`src/rtl/wb_pwm_multi.sv`:
```
// Wishbone multi-channel PWM: one prescaled timebase shared by N_CH compare channels,
// edge- or center-aligned, with period/duty/mode reloaded only at period boundaries.
module wb_pwm_multi #(
  parameter int N_CH  = 8,
  parameter int CNT_W = 16,
  parameter int PRE_W = 8
) (
  input  logic            clk,
  input  logic            rst,
  input  logic [31:0]     wb_adr_i,
  input  logic [31:0]     wb_dat_i,
  output logic [31:0]     wb_dat_o,
  input  logic            wb_we_i,
  input  logic            wb_cyc_i,
  input  logic            wb_stb_i,
  input  logic [3:0]      wb_sel_i,
  output logic            wb_ack_o,
  output logic [N_CH-1:0] pwm_o,
  output logic            irq_o
);

  localparam logic [5:0] A_CTRL     = 6'h00;
  localparam logic [5:0] A_PERIOD   = 6'h01;
  localparam logic [5:0] A_PRESCALE = 6'h02;
  localparam logic [5:0] A_POL      = 6'h03;
  localparam logic [5:0] A_CHEN     = 6'h04;
  localparam logic [5:0] A_STATUS   = 6'h05;

  logic             ack_q;
  logic [31:0]      dat_q;
  logic             en_q, en_d, center_q, center_d, irq_en_q, irq_en_d;
  logic [CNT_W-1:0] period_sh_q, period_sh_d, period_act_q, period_act_d;
  logic             center_act_q, center_act_d;
  logic [PRE_W-1:0] prescale_q, prescale_d, pre_q, pre_d;
  logic [N_CH-1:0]  pol_q, pol_d, chen_q, chen_d, pwm_q, pwm_d;
  logic [CNT_W-1:0] cnt_q, cnt_d;
  logic             down_q, down_d, pef_q, pef_d, irq_q;
  logic             tick, boundary, reload;

  logic             req, wr;
  logic [5:0]       idx;
  logic [31:0]      rdata;
  logic [CNT_W-1:0] duty_rd [32];
  logic             unused_bits;

  assign req = wb_cyc_i & wb_stb_i & ~ack_q;
  assign wr  = req & wb_we_i;
  assign idx = wb_adr_i[7:2];
  assign unused_bits = ^{wb_sel_i, wb_adr_i[31:8], wb_adr_i[1:0], wb_dat_i};

  // While disabled the active copies track the shadows including a same-edge write,
  // so the enabling CTRL write can also select the mode it starts in.
  assign reload = ~en_q | boundary;

  always_comb begin
    en_d        = en_q;
    center_d    = center_q;
    irq_en_d    = irq_en_q;
    period_sh_d = period_sh_q;
    prescale_d  = prescale_q;
    pol_d       = pol_q;
    chen_d      = chen_q;
    if (wr) begin
      case (idx)
        A_CTRL: begin
          en_d     = wb_dat_i[0];
          center_d = wb_dat_i[1];
          irq_en_d = wb_dat_i[2];
        end
        A_PERIOD:   period_sh_d = wb_dat_i[CNT_W-1:0];
        A_PRESCALE: prescale_d  = wb_dat_i[PRE_W-1:0];
        A_POL:      pol_d       = wb_dat_i[N_CH-1:0];
        A_CHEN:     chen_d      = wb_dat_i[N_CH-1:0];
        default: ;
      endcase
    end
  end

  always_comb begin
    tick     = 1'b0;
    boundary = 1'b0;
    pre_d    = pre_q;
    cnt_d    = cnt_q;
    down_d   = down_q;
    if (!en_q) begin
      pre_d  = '0;
      cnt_d  = '0;
      down_d = 1'b0;
    end else begin
      // >= so that lowering PRESCALE below the running count wraps at once
      tick  = (pre_q >= prescale_q);
      pre_d = tick ? '0 : pre_q + 1'b1;
      if (tick) begin
        if (period_act_q == '0) begin
          cnt_d    = '0;
          down_d   = 1'b0;
          boundary = 1'b1;
        end else if (!center_act_q) begin
          down_d = 1'b0;
          if (cnt_q >= period_act_q) begin
            cnt_d    = '0;
            boundary = 1'b1;
          end else begin
            cnt_d = cnt_q + 1'b1;
          end
        end else if (down_q) begin
          if (cnt_q <= CNT_W'(1)) begin
            cnt_d    = '0;
            down_d   = 1'b0;
            boundary = 1'b1;
          end else begin
            cnt_d = cnt_q - 1'b1;
          end
        end else begin
          cnt_d  = cnt_q + 1'b1;
          down_d = (cnt_q >= period_act_q - 1'b1);
        end
      end
    end
  end

  always_comb begin
    period_act_d = reload ? period_sh_d : period_act_q;
    center_act_d = reload ? center_d : center_act_q;
    pef_d        = pef_q;
    if (wr && idx == A_STATUS && wb_dat_i[0]) pef_d = 1'b0;
    if (boundary) pef_d = 1'b1;
  end

  genvar gi;
  for (gi = 0; gi < 32; gi++) begin : g_ch
    if (gi < N_CH) begin : g_used
      logic [CNT_W-1:0] duty_sh_q, duty_sh_d, duty_act_q, duty_act_d;

      always_comb begin
        duty_sh_d = duty_sh_q;
        if (wr && (idx == 6'(32 + gi))) duty_sh_d = wb_dat_i[CNT_W-1:0];
      end

      assign duty_act_d  = reload ? duty_sh_d : duty_act_q;
      assign pwm_d[gi]   = (en_q & chen_q[gi] & (cnt_q < duty_act_q)) ^ pol_q[gi];
      assign duty_rd[gi] = duty_sh_q;

      always_ff @(posedge clk) begin
        if (!rst) begin
          duty_sh_q  <= '0;
          duty_act_q <= '0;
        end else begin
          duty_sh_q  <= duty_sh_d;
          duty_act_q <= duty_act_d;
        end
      end
    end else begin : g_none
      assign duty_rd[gi] = '0;
    end
  end

  always_comb begin
    rdata = '0;
    case (idx)
      A_CTRL:     rdata = {29'b0, irq_en_q, center_q, en_q};
      A_PERIOD:   rdata = 32'(period_sh_q);
      A_PRESCALE: rdata = 32'(prescale_q);
      A_POL:      rdata = 32'(pol_q);
      A_CHEN:     rdata = 32'(chen_q);
      A_STATUS:   rdata = {16'(cnt_q), 15'b0, pef_q};
      default:    if (idx[5]) rdata = 32'(duty_rd[idx[4:0]]);
    endcase
  end

  always_ff @(posedge clk) begin
    if (!rst) begin
      ack_q        <= 1'b0;
      dat_q        <= '0;
      en_q         <= 1'b0;
      center_q     <= 1'b0;
      irq_en_q     <= 1'b0;
      period_sh_q  <= '0;
      period_act_q <= '0;
      center_act_q <= 1'b0;
      prescale_q   <= '0;
      pre_q        <= '0;
      pol_q        <= '0;
      chen_q       <= '0;
      cnt_q        <= '0;
      down_q       <= 1'b0;
      pef_q        <= 1'b0;
      pwm_q        <= '0;
      irq_q        <= 1'b0;
    end else begin
      ack_q        <= req;
      dat_q        <= req ? rdata : '0;
      en_q         <= en_d;
      center_q     <= center_d;
      irq_en_q     <= irq_en_d;
      period_sh_q  <= period_sh_d;
      period_act_q <= period_act_d;
      center_act_q <= center_act_d;
      prescale_q   <= prescale_d;
      pre_q        <= pre_d;
      pol_q        <= pol_d;
      chen_q       <= chen_d;
      cnt_q        <= cnt_d;
      down_q       <= down_d;
      pef_q        <= pef_d;
      pwm_q        <= pwm_d;
      irq_q        <= pef_q & irq_en_q;
    end
  end

  assign wb_ack_o = ack_q;
  assign wb_dat_o = dat_q;
  assign pwm_o    = pwm_q;
  assign irq_o    = irq_q;

endmodule

```
`config.mk`:
```
export PLATFORM = sky130hd
export DESIGN_NAME = wb_pwm_multi
export DESIGN_NICKNAME = d
export VERILOG_FILES = /design/src/rtl/wb_pwm_multi.sv
export SDC_FILE = /design/constraint.sdc
export NUM_CORES = 1
export LEC_CHECK = 0
export CORE_MARGIN = 2
export CORE_UTILIZATION = 40
export DETAILED_ROUTE_END_ITERATION = 12
export GPL_ROUTABILITY_DRIVEN = 0
export SYNTH_ARGS = -nofsm -noshare
export SYNTH_HDL_FRONTEND = slang
export SYNTH_SLANG_ARGS = --single-unit
```
`constraint.sdc`:
```
create_clock -name clk -period 8 [get_ports clk]
set_clock_uncertainty 0.05 [all_clocks]
set_input_delay 2 -clock clk [delete_from_list [all_inputs] [get_ports clk]]
set_output_delay 2 -clock clk [all_outputs]
set_load 0.02 [all_outputs]
```
==> results of run 1 <==
==> cell families (layout without fill, tap and decap cells) <==
| family | after synthesis | in the layout | synth area share (%) |
|---|---|---|---|
| AO/OA/AOI/OAI | 560 | 560 | 21.92 |
| XOR/XNOR | 22 | 22 | 1.002 |
| adder cells (fa/ha/maj) | 166 | 166 | 10.80 |
| buffers and inverters | 291 | 333 | 6.405 |
| flip-flops | 384 | 384 | 39.99 |
| multiplexers | 40 | 40 | 4.166 |
| AND/OR/NAND/NOR | 659 | 659 | 15.71 |
==> synthesized netlist by cell type (18+ instances only) <==
cell type	n	area [um^2]
dfxtp_1	384	7687
nor2_1	50	187.7
ha_1	166	2077
a22oi_1	18	135.1
nor3_1	35	175.2
buf_2	30	150.1
a21oi_1	57	285.3
nand4_1	26	162.7
mux4_2	32	720.7
nor4_1	20	125.1
inv_1	153	574.3
a21o_1	26	195.2
clkbuf_1	84	315.3
a21boi_1	39	292.8
nand2_1	388	1456
o22a_1	145	1270
nand3_1	53	265.3
a21boi_0	132	991.0
o21ai_0	44	220.2
==> registers in the layout, indices dropped and copies added (netlist names), 8 cells and up <==
signal                  count
g_ch.g_used.duty_act_q    128
period_sh_q                16
pre_q                       8
wb_dat_o                   32
pwm_o                       8
pol_q                       8
cnt_q                      16
g_ch.g_used.duty_sh_q     128
period_act_q               16
prescale_q                  8
chen_q                      8
==> routing by layer <==
metal / part of all wire, % / wire length, um / vias up
met5: 0 / 0 / -
met2: 48 / 28070 / 462
met4: 3.0 / 1764 / 0
met1: 44 / 25770 / 7682
li1: - / - / 7576
met3: 5.5 / 3227 / 94
==> worst min-delay path, cell delays in order (launching register included) <==
cell     delay [ns]
dfxtp_1        0.31
nand2_1        0.05
a21oi_1        0.05
==> placed cells by master, fill, tap and decap left out, types with 6 or more instances in the layout <==
master	count
clkdlybuf4s50_1	65
nor2b_1	11
a21oi_1	57
clkbuf_1	9
inv_1	153
nor4_1	20
or3_1	8
clkbuf_8	11
ha_1	166
a21boi_1	39
clkinv_2	9
a22oi_1	18
o21a_1	7
a211oi_1	14
nor2_1	48
dfxtp_1	384
nand2_1	388
a2111oi_0	6
o211ai_1	11
a21boi_0	132
mux2i_1	8
xor2_1	7
and2_1	17
nor3_1	31
o21ai_0	44
nand4_1	26
a31oi_1	10
o22a_1	145
nand2b_1	16
a32o_1	9
mux4_2	32
nand3_1	53
clkbuf_16	45
xnor2_1	15
a22o_1	6
a21o_1	26
buf_4	31
a222oi_1	9
==> how the worst max path moves through the flow <==
stage | slack, ns | to | cells after the start | from
5_1_grt | 3.09 | period_act_q[4]$_SDFFE_PN0P_ | 7 | wb_adr_i[4]
4_1_cts | 3.32 | period_act_q[10]$_SDFFE_PN0P_ | 7 | wb_adr_i[4]
6_report | 3.25 | period_act_q[10]$_SDFFE_PN0P_ | 7 | wb_adr_i[4]
2_1_floorplan | 4.27 | g_ch[0].g_used.duty_act_q[5]$_SDFFE_PN0P_ | 8 | wb_adr_i[5]
3_5_place_dp | 2.72 | period_act_q[4]$_SDFFE_PN0P_ | 7 | wb_adr_i[4]
3_3_place_gp | 2.75 | period_act_q[4]$_SDFFE_PN0P_ | 7 | wb_adr_i[4]
==> report_power, final <==
group | total, mW | internal, mW | switching [mW]
Clock | 2.09 | 1.26 | 0.827
Sequential | 1.92 | 1.91 | 0.00125
Combinational | 0.106 | 0.0381 | 0.0681
Total | 4.11 | 3.21 | 0.896
==> layout make-up <==
class / count / share of cell area (%)
multi-input cells: 1447 / 47.52
clock buffers: 65 / 6.006
repair buffers: 100 / 4.275
inverters: 153 / 2.630
clock inverters: 15 / 0.8367
flip-flops and latches: 384 / 35.21
well taps: 615 / 3.524
==> summary.md, run 1 <==
| Metric | Value |
|---|---|
| Dpl hpwl | `between 30,000 and 40,000 um` |
| # clock sinks | `384` |
| DIE WIDTH | `223.2 um` |
| Tot Pwr | `4.110 mW` |
| Fill cells | `4,513` |
| Fin crit period | `between 4 and 5 ns` |
| Slew Limit Fails | `0` |
| Post-synth net total | `2,361` |
| CTS tree | `yes` |
| Path depth of the worst reg2reg path | `9` |
| Ys flop type | `dfxtp_1` |
| Max Buffers Root-to-Sink | `3` |
| Vias per cell | `about 5.7` |
| DRT Pass-1 Iters | `9` |
| Initial antenna violation count | `0` |
| Core Rows | `80` |
| Layout cells sized above 1 | `7.440%` |
| Worst-Skew Late Latency | `about 0.58 ns` |
| Final hold slack | `0.4198 ns` |
| Hold WC Path Type | `flip-flop to flip-flop` |
| Dpl ws | `roughly 2.7 ns` |
| GRT busiest layer | `met2` |
| Met2 Usage GRT | `39.89%` |
| Die ar. | `0.04983 mm^2` |
| Core box area | `about 0.048 mm^2` |
| Lkg Pwr | `approximately 8.0 nW` |
| Die H | `223.2 um` |
| Critical Path, Cell by Cell | `clkdlybuf4s50_1 > or4_1 > nor2_2 > and2_1 > nand2_1 > a21boi_0 > o22a_1` |
| First-pass GRT wire length | `around 90,000 um` |
| Postcts setup bufs | `0` |
| Vias after detailed routing | `15,814` |
| Share of synthesized registers carrying an async set or reset | `0%` |
| Hold path depth | `2` |
| Setup slack, reg-to-reg | `4.08 ns` |
| Layout net count | `around 2,400` |
| Buffers added on ports | `68` |
| Status | `complete, no violations` |
| Largest net degree at the start of global routing | `roughly 150` |
| Final setup fails | `0` |
| Fin Setup TNS | `0 ns` |
| Mapped Cells | `between 2,000 and 2,500` |
| Residual DRC | `0` |
| Final worst setup slack | `about 3.2 ns` |
| Worst slew pin tran | `about 1.1 ns` |
| Worst path bufs/invs | `1` |
| Number of global-route vias before repair | `15,660` |
| Post-DRT Antenna Nets | `0` |
| Crit path launch type | `input port` |
| Inst Count DP | `roughly 2,700` |
| Worst EP required | `8.46 ns` |
| GRT Total Usage | `23.56%` |
| Io pins | `115` |
| CP max stage delay | `approximately 0.74 ns` |
| FF-to-FF Start | `cnt_q[0]$_SDFFE_PN0P_` |
| Post-synth EDFFs | `0` |
| DRT iter0 DRCs | `1,164` |
| Slowest-stage cell, CP | `nor2_2` |
| Max-slew headroom | `23.55%` |
| Number of buffers created by CTS | `44` |
| DP Area | `0.02034 mm^2` |
| Root Buffer | `clkbuf_16` |
| Hold Path Origin | `period_sh_q[13]$_SDFF_PN0_` |
| PostCTS Resize Cnt | `0` |
| Ant. Diodes | `0` |
| Mapped Avg Cell Area | `9.059 um^2` |
| WL/cell | `21.17 um` |
| Sequential share of the synthesized area | `39.99%` |
| Area Growth Syn to Fin | `13.58%` |
| Met3 GRT Util | `roughly 3.2%` |
| Fmax | `210.5 MHz` |
| R2r endpoint | `g_ch[5].g_used.duty_act_q[3]$_SDFFE_PN0P_` |
| Hold EP | `wb_dat_o[13]$_SDFF_PN0_` |
| Grt total ovfl | `0` |
| H-tree depth | `2` |
| Non-filler cells in the finished layout | `about 2,800` |
| Met1 Usage GRT | `30.66%` |
| CTS Hold Bufs | `0` |
| Reg clk slew, reported paths | `0.06 ns` |
| Final instance area | `0.02183 mm^2` |
| Top delay family on crit path | `simple AND/OR/NAND/NOR gates` |
| Critical path arrival | `5.21 ns` |
| DRT Wirelength | `roughly 60,000 um` |
| Synthesized area | `0.01922 mm^2` |
| WS Path Type | `input port to flip-flop` |
| Initial Util | `about two fifths` |
| VDD IR max | `0.0001291 V` |
| PwrDens | `188.3 mW/mm^2` |
| Util after Layout | `45.92%` |
| Crit. End Element | `flip-flop` |
| RSZ-0062 raised after global routing | `false` |
| Number of max-cap violations | `0` |
| Worst-path fanout max | `18` |
| Final Hold Vio Count | `0` |
| Post-synth cell types | `70` |
| Synth Warn # | `0` |
| Multi-input logic area | `around 0.010 mm^2` |
| Storage element area | `0.007687 mm^2` |
| Period utilization | `around three fifths` |
| Seq cells post-synth | `384` |
(Power assumes the default switching activity.)
==> run 2, diff against run 1 <==
clock period = 4.66 ns   (was 8 ns; I/O delays follow)
==> summary.md, run 2 (synthesized netlist as in run 1, its figures left out) <==
| Metric | Value |
|---|---|
| Status | `complete, no violations` |
| Dpl hpwl | `41,080 um` |
| Worst path bufs/invs | `2` |
| Fin crit period | `3.513 ns` |
| DIE WIDTH | `between 200 and 250 um` |
| Final setup fails | `0` |
| Largest net degree at the start of global routing | `~150` |
| Reg clk slew, reported paths | `approximately 0.06 ns` |
| Root Buffer | `clkbuf_16` |
| Ant. Diodes | `0` |
| Critical path arrival | `3.88 ns` |
| Fill cells | `4,446` |
| Met2 Usage GRT | `39.61%` |
| CTS tree | `yes` |
| Core box area | `0.04755 mm^2` |
| H-tree depth | `2` |
| PwrDens | `317.7 mW/mm^2` |
| GRT busiest layer | `met2` |
| Slew Limit Fails | `0` |
| Slowest-stage cell, CP | `or4b_2` |
| Layout net count | `2,385` |
| Crit path launch type | `input port` |
| Hold WC Path Type | `flip-flop to flip-flop` |
| Number of max-cap violations | `0` |
| CTS Hold Bufs | `0` |
| PostCTS Resize Cnt | `0` |
| Die ar. | `0.04983 mm^2` |
| Die H | `223.2 um` |
| Buffers added on ports | `68` |
| Fmax | `284.7 MHz` |
| Final Hold Vio Count | `0` |
| Worst-Skew Late Latency | `0.58 ns` |
| # clock sinks | `~380` |
| Number of global-route vias before repair | `15,984` |
| Initial Util | `40.43%` |
| WL/cell | `between 20 and 25 um` |
| Critical Path, Cell by Cell | `clkdlybuf4s50_1 > or4b_2 > nor3_2 > buf_4 > a222oi_1 > a31oi_1` |
| Util after Layout | `46.18%` |
| DRT Pass-1 Iters | `5` |
| Vias after detailed routing | `15,819` |
| RSZ-0062 raised after global routing | `false` |
| WS Path Type | `input port to flip-flop` |
| Met1 Usage GRT | `30.75%` |
| Core Rows | `80` |
| Grt total ovfl | `0` |
| GRT Total Usage | `between 20% and 30%` |
| Worst slew pin tran | `1.095 ns` |
| Number of buffers created by CTS | `44` |
| CP max stage delay | `approximately 0.76 ns` |
| Vias per cell | `5.658` |
| Max-slew headroom | `26.72%` |
| Most common cell after layout, fill and taps aside | `nand2_1` |
| Initial antenna violation count | `1` |
| Lkg Pwr | `8.022 nW` |
| Worst EP required | `5.03 ns` |
| DRT iter0 DRCs | `1,233` |
| Non-filler cells in the finished layout | `2,796` |
| Max Buffers Root-to-Sink | `3` |
| Worst-path fanout max | `11` |
| Tot Pwr | `about 7 mW` |
| Period utilization | `75.38%` |
| Postcts setup bufs | `0` |
| Layout cells sized above 1 | `under 10%` |
| DRT Wirelength | `about 58,000 um` |
| Crit. End Element | `flip-flop` |
| First-pass GRT wire length | `just over 90,000 um` |
| Most frequent cells in the layout | `388 x nand2_1, 384 x dfxtp_1, 166 x ha_1` |
| Fin Setup TNS | `0 ns` |
| Top delay family on crit path | `simple AND/OR/NAND/NOR gates` |
| Residual DRC | `0` |
| VDD IR max | `0.0002139 V` |
| Post-DRT Antenna Nets | `0` |
| Io pins | `115` |
| Inst Count DP | `2,715` |
| Area Growth Syn to Fin | `14.22%` |
| Met3 GRT Util | `2.976%` |
run 2: final cells by class:
cell class,count,area [um^2],share of cell area [%]
inverter,153,574.3,2.616
timing repair buffer,116,1104,5.026
clock buffer,69,1318,6.001
tap,615,769.5,3.505
clock inverter,12,146.4,0.6667
multi-input combinational,1447,10360,47.17
sequential,384,7687,35.01
run 2: final timing paths:
path              cells past startpoint                                         to  slack [ns]                              startpoint
setup / recovery                      6                     wb_dat_o[0]$_SDFF_PN0_        1.15                             wb_adr_i[4]
hold / removal                        2     g_ch[3].g_used.duty_sh_q[6]$_SDFF_PN0_        0.42  g_ch[3].g_used.duty_sh_q[6]$_SDFF_PN0_
setup reg to reg                      8  g_ch[3].g_used.duty_act_q[6]$_SDFFE_PN0P_        1.30                  cnt_q[11]$_SDFFE_PN0P_
hold reg to reg                       2     g_ch[3].g_used.duty_sh_q[6]$_SDFF_PN0_        0.42  g_ch[3].g_used.duty_sh_q[6]$_SDFF_PN0_
run 2: worst reg2reg max path, cell delays in order, from the launching register on:
cell	delay, ns
dfxtp_1	0.65
ha_1	0.37
a21oi_1	0.14
o21ai_0	0.11
a221oi_1	0.57
nand2_1	0.23
o311ai_4	0.46
buf_12	0.36
o22a_1	0.36
run 2: where the power goes:
group	internal (mW)	switching, mW	leakage, nW
Clock	2.11	1.40	0.723
Combinational	0.0672	0.116	4.21
Sequential	3.29	0.00220	3.09
Total	5.46	1.51	8.02
run 2: metal layers:
metal | share of wire (%) | wire [um]
met4 | 2.8 | 1653
met2 | 47 | 27670
met3 | 4.8 | 2783
met1 | 45 | 26160
met5 | 0.021 | 12
run 2: stage by stage:
| stage | worst slack (ns) | cell area (um^2) | hold WS, ns |
|---|---|---|---|
| 3_5_place_dp | 0.6085 | 20490 | 0.4127 |
| 3_3_place_gp | 0.6160 | 20490 | 0.4008 |
| 6_report | 1.147 | 21960 | 0.4229 |
| 2_1_floorplan | 1.770 | 19220 | 0.3822 |
| 5_1_grt | 0.9967 | 21960 | 0.4428 |
| 4_1_cts | 1.213 | 21960 | 0.4225 |
